$ cat config.mk
export PLATFORM = sky130hd
export DESIGN_NAME = jk_drive_sequencer
export DESIGN_NICKNAME = d
export VERILOG_FILES = /design/src/rtl/jk_pkg.sv /design/src/rtl/jk_cmd_fifo.sv /design/src/rtl/jk_drive_sequencer.sv
export SDC_FILE = /design/constraint.sdc
export NUM_CORES = 1
export LEC_CHECK = 0
export BUFFER_PORTS_ARGS = -buffer_cell sky130_fd_sc_hd__buf_4
export CAP_MARGIN = 10
export CORE_MARGIN = 2
export CORE_UTILIZATION = 25
export CTS_BUF_LIST = sky130_fd_sc_hd__clkbuf_4
export DETAILED_ROUTE_END_ITERATION = 6
export PLACE_DENSITY = 0.38
export SLEW_MARGIN = 25
export SYNTH_ARGS = -nofsm -noshare
export SYNTH_HDL_FRONTEND = slang
export SYNTH_SLANG_ARGS = --single-unit
$ cat constraint.sdc
create_clock -name clk -period 2.95 [get_ports clk]
set_clock_uncertainty 0.15 [all_clocks]
set_input_delay 0.4425 -clock clk [delete_from_list [all_inputs] [get_ports clk]]
set_output_delay 0.4425 -clock clk [all_outputs]
set_load 0.05 [all_outputs]
$ cat src/rtl/jk_pkg.sv
// Shared definitions for the JK latch drive sequencer: drive modes and FSM states.
package jk_pkg;

   localparam logic [1:0] MODE_HOLD   = 2'b00;
   localparam logic [1:0] MODE_RESET  = 2'b01;
   localparam logic [1:0] MODE_SET    = 2'b10;
   localparam logic [1:0] MODE_TOGGLE = 2'b11;

   typedef enum logic {
      ST_IDLE  = 1'b0,
      ST_DRIVE = 1'b1
   } state_t;

endpackage

$ cat src/rtl/jk_cmd_fifo.sv
// Synchronous show-ahead command FIFO; pointers carry one extra bit to tell full from empty.
module jk_cmd_fifo #(
   parameter int DEPTH = 4,
   parameter int WIDTH = 10
) (
   input  logic             clk,
   input  logic             rst,
   input  logic             push,
   input  logic             pop,
   input  logic [WIDTH-1:0] wdata,
   output logic [WIDTH-1:0] rdata,
   output logic             full,
   output logic             empty
);

   localparam int AW = $clog2(DEPTH);

   logic [AW:0]      wr_ptr;
   logic [AW:0]      rd_ptr;
   logic [WIDTH-1:0] mem [DEPTH];
   logic             push_ok;
   logic             pop_ok;

   assign empty   = (wr_ptr == rd_ptr);
   assign full    = (wr_ptr[AW] != rd_ptr[AW]) && (wr_ptr[AW-1:0] == rd_ptr[AW-1:0]);
   assign push_ok = push && !full;
   assign pop_ok  = pop && !empty;
   assign rdata   = mem[rd_ptr[AW-1:0]];

   // Reset only clears the pointers, which is enough to discard queued entries.
   always_ff @(posedge clk or posedge rst) begin
      if (rst) begin
         wr_ptr <= '0;
         rd_ptr <= '0;
      end else begin
         if (push_ok) wr_ptr <= wr_ptr + 1'b1;
         if (pop_ok)  rd_ptr <= rd_ptr + 1'b1;
      end
   end

   always_ff @(posedge clk) begin
      if (push_ok) mem[wr_ptr[AW-1:0]] <= wdata;
   end

endmodule

$ cat src/rtl/jk_drive_sequencer.sv
// Replays buffered {mode,len} commands as registered j/k levels for the JK latch.
module jk_drive_sequencer
   import jk_pkg::*;
#(
   parameter int DEPTH = 4,
   parameter int CNT_W = 8
) (
   input  logic             clk,
   input  logic             rst,
   input  logic             cmd_valid,
   output logic             cmd_ready,
   input  logic [1:0]       cmd_mode,
   input  logic [CNT_W-1:0] cmd_len,
   output logic             j,
   output logic             k,
   output logic             busy,
   output logic             done
);

   state_t           state, state_n;
   logic [CNT_W-1:0] cnt, cnt_n;
   logic             j_n, k_n;
   logic             fifo_full, fifo_empty;
   logic             push, pop;
   logic [CNT_W+1:0] head;
   logic [CNT_W-1:0] head_len;

   assign cmd_ready = !fifo_full;
   assign push      = cmd_valid && cmd_ready;
   assign head_len  = (head[CNT_W-1:0] == '0) ? CNT_W'(1) : head[CNT_W-1:0];

   jk_cmd_fifo #(
      .DEPTH(DEPTH),
      .WIDTH(CNT_W + 2)
   ) u_fifo (
      .clk  (clk),
      .rst  (rst),
      .push (push),
      .pop  (pop),
      .wdata({cmd_mode, cmd_len}),
      .rdata(head),
      .full (fifo_full),
      .empty(fifo_empty)
   );

   always_ff @(posedge clk or posedge rst) begin
      if (rst) begin
         state <= ST_IDLE;
         cnt   <= '0;
         j     <= 1'b0;
         k     <= 1'b0;
      end else begin
         state <= state_n;
         cnt   <= cnt_n;
         j     <= j_n;
         k     <= k_n;
      end
   end

   // The last drive cycle of a command pops the next one directly, so windows abut.
   always_comb begin
      state_n = state;
      cnt_n   = cnt;
      j_n     = j;
      k_n     = k;
      pop     = 1'b0;
      case (state)
         ST_IDLE: begin
            j_n = 1'b0;
            k_n = 1'b0;
            if (!fifo_empty) begin
               pop     = 1'b1;
               cnt_n   = head_len;
               j_n     = head[CNT_W+1];
               k_n     = head[CNT_W];
               state_n = ST_DRIVE;
            end
         end
         ST_DRIVE: begin
            if (cnt == CNT_W'(1)) begin
               if (!fifo_empty) begin
                  pop   = 1'b1;
                  cnt_n = head_len;
                  j_n   = head[CNT_W+1];
                  k_n   = head[CNT_W];
               end else begin
                  state_n = ST_IDLE;
                  cnt_n   = '0;
                  j_n     = 1'b0;
                  k_n     = 1'b0;
               end
            end else begin
               cnt_n = cnt - CNT_W'(1);
            end
         end
         default: state_n = ST_IDLE;
      endcase
   end

   assign done = (state == ST_DRIVE) && (cnt == CNT_W'(1));
   assign busy = (state == ST_DRIVE) || !fifo_empty;

endmodule

==> metrics.cfg, run 1 <==
[routing]
first_iter_violations=66
drc_errors=0
num_vias=1484
drt_pre_antenna_iters=4
ant_nets=0
wl_um=5090
wire_per_inst_um=15.5
viasPerCell=4.51

[yosys]
syn_nets=179
synthCells=159
ys_async_sr_fraction_pct=29.8
ys_warn_count=0
ys_types=40
ys.flop_type=edfxtp_1
synth_edf_count=40
netlist_area_mm2=0.00254
seq_area_frac_synth_pct=64.0
ys_ff_latch=57
syn_avg_cell_area_um2=16.0

[setup_path]
required_ps=2360
reg2reg_depth=4
critPathSlowestCell=dfrtp_1
critPathBufInv=1
setup.worst_path.end_class=output pin
r2r-end=cnt[0]
critPathArrivalTime_ps=2100
reg2reg_from=u_fifo.rd_ptr[0]
rrSetupSlack_ps=530
worstSetupStartpointType=register
path_max_fanout=13
crit_type=reg2out
path_cells=xnor2_1 > nand4_1 > buf_4
crit_family=flip-flops
crit_path_max_incr_delay_ps=600

[global_routing]
antenna_found_initial=0
met1_usage_pct=12.3
use_met3_pct=3.99
grt_pass1_vias=1545
grt_util_all_layers_pct=10.2
grt_pass1_wl_um=8330
grt.met2_usage_pct=16.9
busiest_layer=met2
grt_max_degree=18
grt_overflow_total=0

[final_layout]
fin_nets=211
final_cell_area_mm2=0.00301
layout_common_cells=edfxtp_1, buf_4, dfrtp_1
diodes=0
area_delta_synth_final_pct=18.3
mostFrequentLayoutCell=edfxtp_1
layout-drive-gt1-share_pct=24.5

[sta]
hold_viol_final=6
timing.hold.ws_ps=-7.07
finalSetupViolations=0
fin_tns_setup_ps=0
worst_slew_pin_slew_ps=703
layout_min_cycle_time_ps=2700
fmax_ghz=0.371
period_share_pct=91.4
final_max_slew_viol_count=0
grt_setup_unrepaired=false
slew_headroom_pct=53.1

[power]
pwr-share-comb_pct=34.3
p_leak_nw=1.16
p_sw_share_pct=36.1
power.share.clock_pct=20.3
powerDensity_mw_per_mm2=942
finalPower_mw=2.83
ir_drop_v=0.000285
internal-power_mw=1.81
p_sw_mw=1.02
seqPwrFrac_pct=45.4

[clock_network]
clkLatencyLatePin_ps=400
clkTransAtPathRegs_ps=120
clock-sinks=57
root_buffer=clkbuf_4
htreeDepth=3
cts_buffer_depth=2
cts_resized=0
cts_tree=done
numCtsBuffers=9
post-cts-setup-buffers=0
ctsHoldBuffers=0

[floorplanning]
rows=36
io_pins=18
die_w_um=105
core_area_mm2=0.00982
initial_core_util_pct=25.9
die-area_mm2=0.0110
fp.dieH_um=105

[place]
portBuffers=17
gp_congestion=0.801
postPlaceCellArea_mm2=0.00286
hpwl_um=3530

[run]
max_cap_violations=0

[outcome]
outcome=complete, but fails checks
violations=negative hold slack

[worst_hold_path]
hold_path_class=in2async

-- flip-flops by register name, summed over array words and instances, names as in the netlist --
signal and flops:
j 1, u_fifo.rd_ptr 3, k 1, state 1, u_fifo.mem 40, u_fifo.wr_ptr 3, cnt 8
-- power by group through the flow --
stage / Sequential [mW] / Combinational, mW / Clock, mW
3_3_place_gp: 1.30 / 0.973 / 0
6_report: 1.28 / 0.972 / 0.573
4_1_cts: 1.29 / 0.987 / 0.597
2_1_floorplan: 1.27 / 0.702 / 0
3_5_place_dp: 1.31 / 0.983 / 0
5_1_grt: 1.32 / 1.07 / 0.627
-- per-layer routing --
| layer | share of wire [%] | wire length [um] |
|---|---|---|
| met5 | 0 | 0 |
| met4 | 0.92 | 47 |
| met3 | 4.4 | 223 |
| met2 | 50 | 2550 |
| met1 | 45 | 2270 |
-- cell usage after synthesis (all sizes together), types with 2 or more instances --
| cell type | number | area, um^2 |
|---|---|---|
| a21oi | 2 | 10.0 |
| a221o | 2 | 20.0 |
| a22o | 2 | 17.5 |
| a31oi | 2 | 12.5 |
| and2 | 7 | 43.8 |
| buf | 6 | 47.5 |
| dfrtp | 17 | 425 |
| edfxtp | 40 | 1200 |
| ha | 7 | 87.6 |
| inv | 9 | 33.8 |
| mux4 | 10 | 259 |
| nand2 | 4 | 15.0 |
| nand3 | 7 | 35.0 |
| nand4 | 2 | 12.5 |
| nor2 | 4 | 15.0 |
| nor3 | 2 | 10.0 |
| nor4 | 3 | 25.0 |
| o211a | 3 | 30.0 |
| o211ai | 2 | 15.0 |
| o21ai | 4 | 20.0 |
| o2bb2ai | 3 | 26.3 |
| or4 | 2 | 18.8 |
| xnor2 | 5 | 43.8 |
| xor2 | 3 | 26.3 |
-- per-stage QoR --
step | utilization [%] | setup slack, ps | instances
CTS | 30.6 | 149 | 329
detailed placement | 29.2 | 533 | 313
floorplan | - | 235 | 159
global route | 30.6 | 49.1 | 329
global placement | 29.2 | 608 | 313
finish | 30.6 | 253 | 329
-- layout make-up --
type	instances	area (um^2)
well taps	133	166
repair buffers	27	203
fillers	1018	6810
inverters	9	33.8
clock buffers	10	75.1
multi-input cells	87	833
flip-flops and latches	57	1630
clock inverters	6	67.6
-- worst reg2reg max path, stage by stage (launching register included) --
cell	delay, ps
dfrtp_1	570
mux4_1	670
or4_4	540
nor4_2	220
a2bb2oi_1	200
-- worst max path at each step --
stage / cells after the start / slack (ps) / endpoint / from
global placement: 4 / 610 / cnt[0] / u_fifo.rd_ptr[0]
finish: 3 / 250 / busy / u_fifo.rd_ptr[1]
CTS: 3 / 150 / busy / u_fifo.rd_ptr[1]
detailed placement: 4 / 530 / cnt[0] / u_fifo.rd_ptr[0]
global route: 3 / 50 / busy / u_fifo.rd_ptr[1]
floorplan: 4 / 240 / done / cnt[1]
-- cells by family (layout without fill, tap and decap cells) --
kind of cell / count (synthesis) / count (layout) / share of synthesized area (%)
XOR/XNOR: 8 / 8 / 2.76
AND/OR/NAND/NOR: 35 / 35 / 8.03
multiplexers: 12 / 12 / 11.0
adder cells (fa/ha/maj): 7 / 7 / 3.45
AO/OA/AOI/OAI: 25 / 25 / 7.53
flip-flops: 57 / 57 / 64.0
buffers and inverters: 15 / 52 / 3.20
Note: power is estimated with default switching activity, not from simulation.
==> run 2, diff against run 1 <==
--- a/config.mk
+++ b/config.mk
@@ -14,2 +14,3 @@
 export PLACE_DENSITY = 0.38
+export REMOVE_ABC_BUFFERS = 1
 export SLEW_MARGIN = 25
--- a/constraint.sdc
+++ b/constraint.sdc
@@ -4,2 +4,2 @@
 set_output_delay 0.4425 -clock clk [all_outputs]
-set_load 0.05 [all_outputs]
+set_load 0.02 [all_outputs]
==> metrics.cfg, run 2 (same netlist as run 1, synthesis figures left out) <==
[outcome]
outcome=finished, final reports clean

[floorplanning]
die_w_um=105
core_area_mm2=0.00982
fp.dieH_um=105
die-area_mm2=0.0110
io_pins=18
initial_core_util_pct=25.9
rows=36

[routing]
drc_errors=0
drt_pre_antenna_iters=4
wl_um=4980
wire_per_inst_um=15.2
num_vias=1446
first_iter_violations=49
ant_nets=0
viasPerCell=4.42

[sta]
finalSetupViolations=0
final_max_slew_viol_count=0
fmax_ghz=0.377
layout_min_cycle_time_ps=2660
hold_viol_final=0
worst_slack_ps=295
period_share_pct=90.0
fin_tns_setup_ps=0
timing.hold.ws_ps=17.5
worst_slew_pin_slew_ps=729
slew_headroom_pct=51.4
grt_setup_unrepaired=false

[place]
gp_congestion=0.771
dp_slack_ps=459
placedCellCount=311
hpwl_um=3440
postPlaceCellArea_mm2=0.00285
portBuffers=17

[global_routing]
grt_util_all_layers_pct=10.2
busiest_layer=met2
use_met3_pct=2.99
grt_overflow_total=0
grt_pass1_wl_um=8300
antenna_found_initial=0
grt_max_degree=18
grt.met2_usage_pct=15.9
grt_pass1_vias=1527
met1_usage_pct=12.8

[clock_network]
post-cts-setup-buffers=0
numCtsBuffers=9
clock-sinks=57
clkLatencyLatePin_ps=390
cts_buffer_depth=2
clkTransAtPathRegs_ps=110
root_buffer=clkbuf_4
cts_tree=done
htreeDepth=3
ctsHoldBuffers=0
cts_resized=0

[final_layout]
largest_reg_flops=40
layout-drive-gt1-share_pct=23.7
final_cell_area_mm2=0.00302
final_core_util_pct=30.7
diodes=0
area_delta_synth_final_pct=18.8
layout_common_cells=edfxtp_1, buf_4, dfrtp_1
fillers=1016
instances_no_fill=327
mostFrequentLayoutCell=edfxtp_1
fin_nets=209

[setup_path]
crit_type=reg2out
critPathArrivalTime_ps=2060
path_max_fanout=13
reg2reg_depth=5
worstSetupStartpointType=register
required_ps=2360
setup.worst_path.end_class=output pin

[worst_hold_path]
hold_path_class=in2async

[power]
finalPower_mw=2.83
powerDensity_mw_per_mm2=938
ir_drop_v=0.000249
p_leak_nw=1.16

[run]
max_cap_violations=0

[run 2: cell types whose count changed in the layout (fill, tap and decap cells not counted), sizes merged]
| cell | previous run | this run |
|---|---|---|
| buf | 27 | 25 |
| clkinvlp | 2 | 1 |
| clkinv | 2 | 3 |
| clkbuf | 10 | 9 |
| bufinv | 1 | 2 |
[run 2: routing by layer]
layer / up-vias / routed length (um)
met5: - / 0
li1: 689 / -
met4: 0 / 61
met2: 32 / 2470
met3: 5 / 205
met1: 720 / 2240
[run 2: final timing paths]
check	from	endpoint	slack (ps)
worst max-delay path	u_fifo.rd_ptr[1]	busy	290
worst min-delay path	rst	cnt[5]	20
worst max register to register	u_fifo.rd_ptr[0]	cnt[0]	470
worst min register to register	k	k	370
max in group asynchronous	rst	j	2170
min in group clk	cmd_len[3]	u_fifo.mem[0][3]	90
[run 2: layout make-up]
class | instances | area, um^2 | area share (%)
clock buffers | 9 | 67.6 | 2.24
clock inverters | 7 | 103 | 3.40
inverters | 9 | 33.8 | 1.12
multi-input cells | 87 | 833 | 27.6
flip-flops and latches | 57 | 1630 | 53.9
well taps | 133 | 166 | 5.51
repair buffers | 25 | 188 | 6.22
[run 2: critical path: stages, from the launching register on]
cell	delay [ps]
dfrtp_1	590
xnor2_1	400
nand4_1	390
buf_4	300
[run 2: where the power goes]
group          switching (mW)  total [mW]  internal, mW  leakage (nW)
Combinational           0.458       0.889         0.430         0.509
Sequential              0.186        1.28          1.10         0.568
Clock                   0.308       0.658         0.350        0.0867
==> run 3, diff against run 2 <==
- ABC_AREA: default -> 1
==> metrics.cfg, run 3 <==
[setup_path]
reg2reg_from=u_fifo.rd_ptr[1]
crit_type=reg2out
rrSetupSlack_ps=1080
required_ps=2360
cp-startpoint=u_fifo.rd_ptr[1]
crit_family=flip-flops
worstSetupStartpointType=register
setup.worst_path.end_class=output pin
r2r-end=cnt[4]
crit_path_max_incr_delay_ps=630
critPathArrivalTime_ps=1840
reg2reg_depth=6
path_max_fanout=11
critPathBufInv=1
path_cells=xnor2_2 > nand2_1 > nor2_4 > nand2_2 > buf_4
critPathSlowestCell=dfrtp_1

[place]
portBuffers=17
hpwl_um=3900
placedCellCount=399
dp_slack_ps=943
gp_congestion=0.760

[final_layout]
mostFrequentLayoutCell=nand2_1
largest_reg_flops=40
fin_nets=294
area_delta_synth_final_pct=16.1
instances_no_fill=415
layout-drive-gt1-share_pct=16.8
layout_common_cells=nand2_1, edfxtp_1, nand3_1, buf_4, inv_1
diodes=0

[yosys]
yosysMostFrequentCell=nand2_1
seq_area_frac_synth_pct=62.4
synth_top_area_share_pct=46.1
synthCells=249
ys_warn_count=0
synthTopCellsByCount=nand2_1, edfxtp_1, nand3_1, inv_1, dfrtp_1
synthTopCellsByArea=edfxtp_1, dfrtp_1, nand2_1, nand3_1, ha_1
netlist_area_mm2=0.00260
ys.flop_type=edfxtp_1
ys_ff_latch=57
ys_types=26
synth_top_area_cell=edfxtp_1
ys_async_sr_fraction_pct=29.8
syn_avg_cell_area_um2=10.5
synth_edf_count=40

[global_routing]
grt_max_degree=22
grt_pass1_vias=1776
grt_util_all_layers_pct=10.8
grt_pass1_wl_um=9000
grt_overflow_total=0
antenna_found_initial=0

[clock_network]
cts_resized=0
clock-sinks=57
root_buffer=clkbuf_4
post-cts-setup-buffers=0
ctsHoldBuffers=0
clkTransAtPathRegs_ps=120
htreeDepth=3
clkLatencyLatePin_ps=410
cts_tree=done
numCtsBuffers=9
cts_buffer_depth=2

[sta]
worst_slew_pin_slew_ps=734
grt_setup_unrepaired=false
fmax_ghz=0.411
hold_viol_final=7
finalSetupViolations=0
timing.hold.ws_ps=-8.37
final_max_slew_viol_count=0
slew_headroom_pct=51.0
period_share_pct=82.5
worst_slack_ps=517
fin_tns_setup_ps=0
layout_min_cycle_time_ps=2430

[routing]
viasPerCell=4.10
drt_pre_antenna_iters=5
ant_nets=0
wire_per_inst_um=13.2
num_vias=1703
wl_um=5480
first_iter_violations=72
drc_errors=0

[worst_hold_path]
hold_path_class=in2async

[floorplanning]
initial_core_util_pct=25.5
die_w_um=106
rows=37
core_area_mm2=0.0102
fp.dieH_um=106
io_pins=18
die-area_mm2=0.0113

[power]
powerDensity_mw_per_mm2=922
ir_drop_v=0.000214
p_leak_nw=1.25

[outcome]
violations=negative hold slack
outcome=complete, but fails checks

[run]
max_cap_violations=0

==> run 3: changes by cell type in the layout (fill, tap and decap cells not counted), moves of 5 or more <==
cell / before / now
a21oi_1: 2 / 7
and2_1: 7 / 0
inv_1: 9 / 20
mux4_1: 9 / 0
nand2_1: 4 / 76
nand3_1: 7 / 22
nor2_1: 4 / 16
o21ai_0: 4 / 9
==> run 3: layout make-up <==
class | instances | area (um^2)
sequential | 57 | 1630
clock buffer | 9 | 67.6
fill | 1048 | 7210
inverter | 22 | 82.6
multi-input combinational | 162 | 835
tap | 136 | 170
timing repair buffer | 22 | 165
clock inverter | 7 | 78.8
==> run 3: worst max path at each step <==
stage / endpoint / slack (ps) / cells after the start
2_1_floorplan: u_fifo.mem[3][0] / 710 / 4
3_3_place_gp: busy / 970 / 5
3_5_place_dp: busy / 940 / 5
4_1_cts: busy / 470 / 5
5_1_grt: busy / 320 / 5
6_report: busy / 520 / 5
==> run 3: report_power, final <==
group	switching, mW	total, mW	internal [mW]
Sequential	0.153	1.25	1.10
Clock	0.336	0.601	0.264
Combinational	0.580	0.938	0.358
Total	1.07	2.79	1.72
==> run 3: layer usage <==
metal	vias to the layer above	track usage, %	routed length [um]
li1	876	-	-
met2	19	17.0	2540
met3	8	3.49	161
met4	0	5.08	109
met1	800	13.5	2670
met5	-	0	0
==> run 3: cells by family (layout without fill, tap and decap cells) <==
group	count (synthesis)	count (layout)	share of synthesized area, %
xor+xnor	10	10	3.65
simple gates	122	122	19.8
fa+ha+maj	7	7	3.36
buf+inv	30	60	5.52
flops	57	57	62.4
compound gates	23	23	5.19
==> run 3: per-stage QoR <==
stage | area, um^2 | util, % | total power [mW]
2_1_floorplan | 2540 | - | 1.92
3_3_place_gp | 2880 | 28.1 | 2.25
3_5_place_dp | 2880 | 28.1 | 2.23
4_1_cts | 3030 | 29.6 | 2.84
5_1_grt | 3030 | 29.6 | 3.04
6_report | 3030 | 29.6 | 2.79
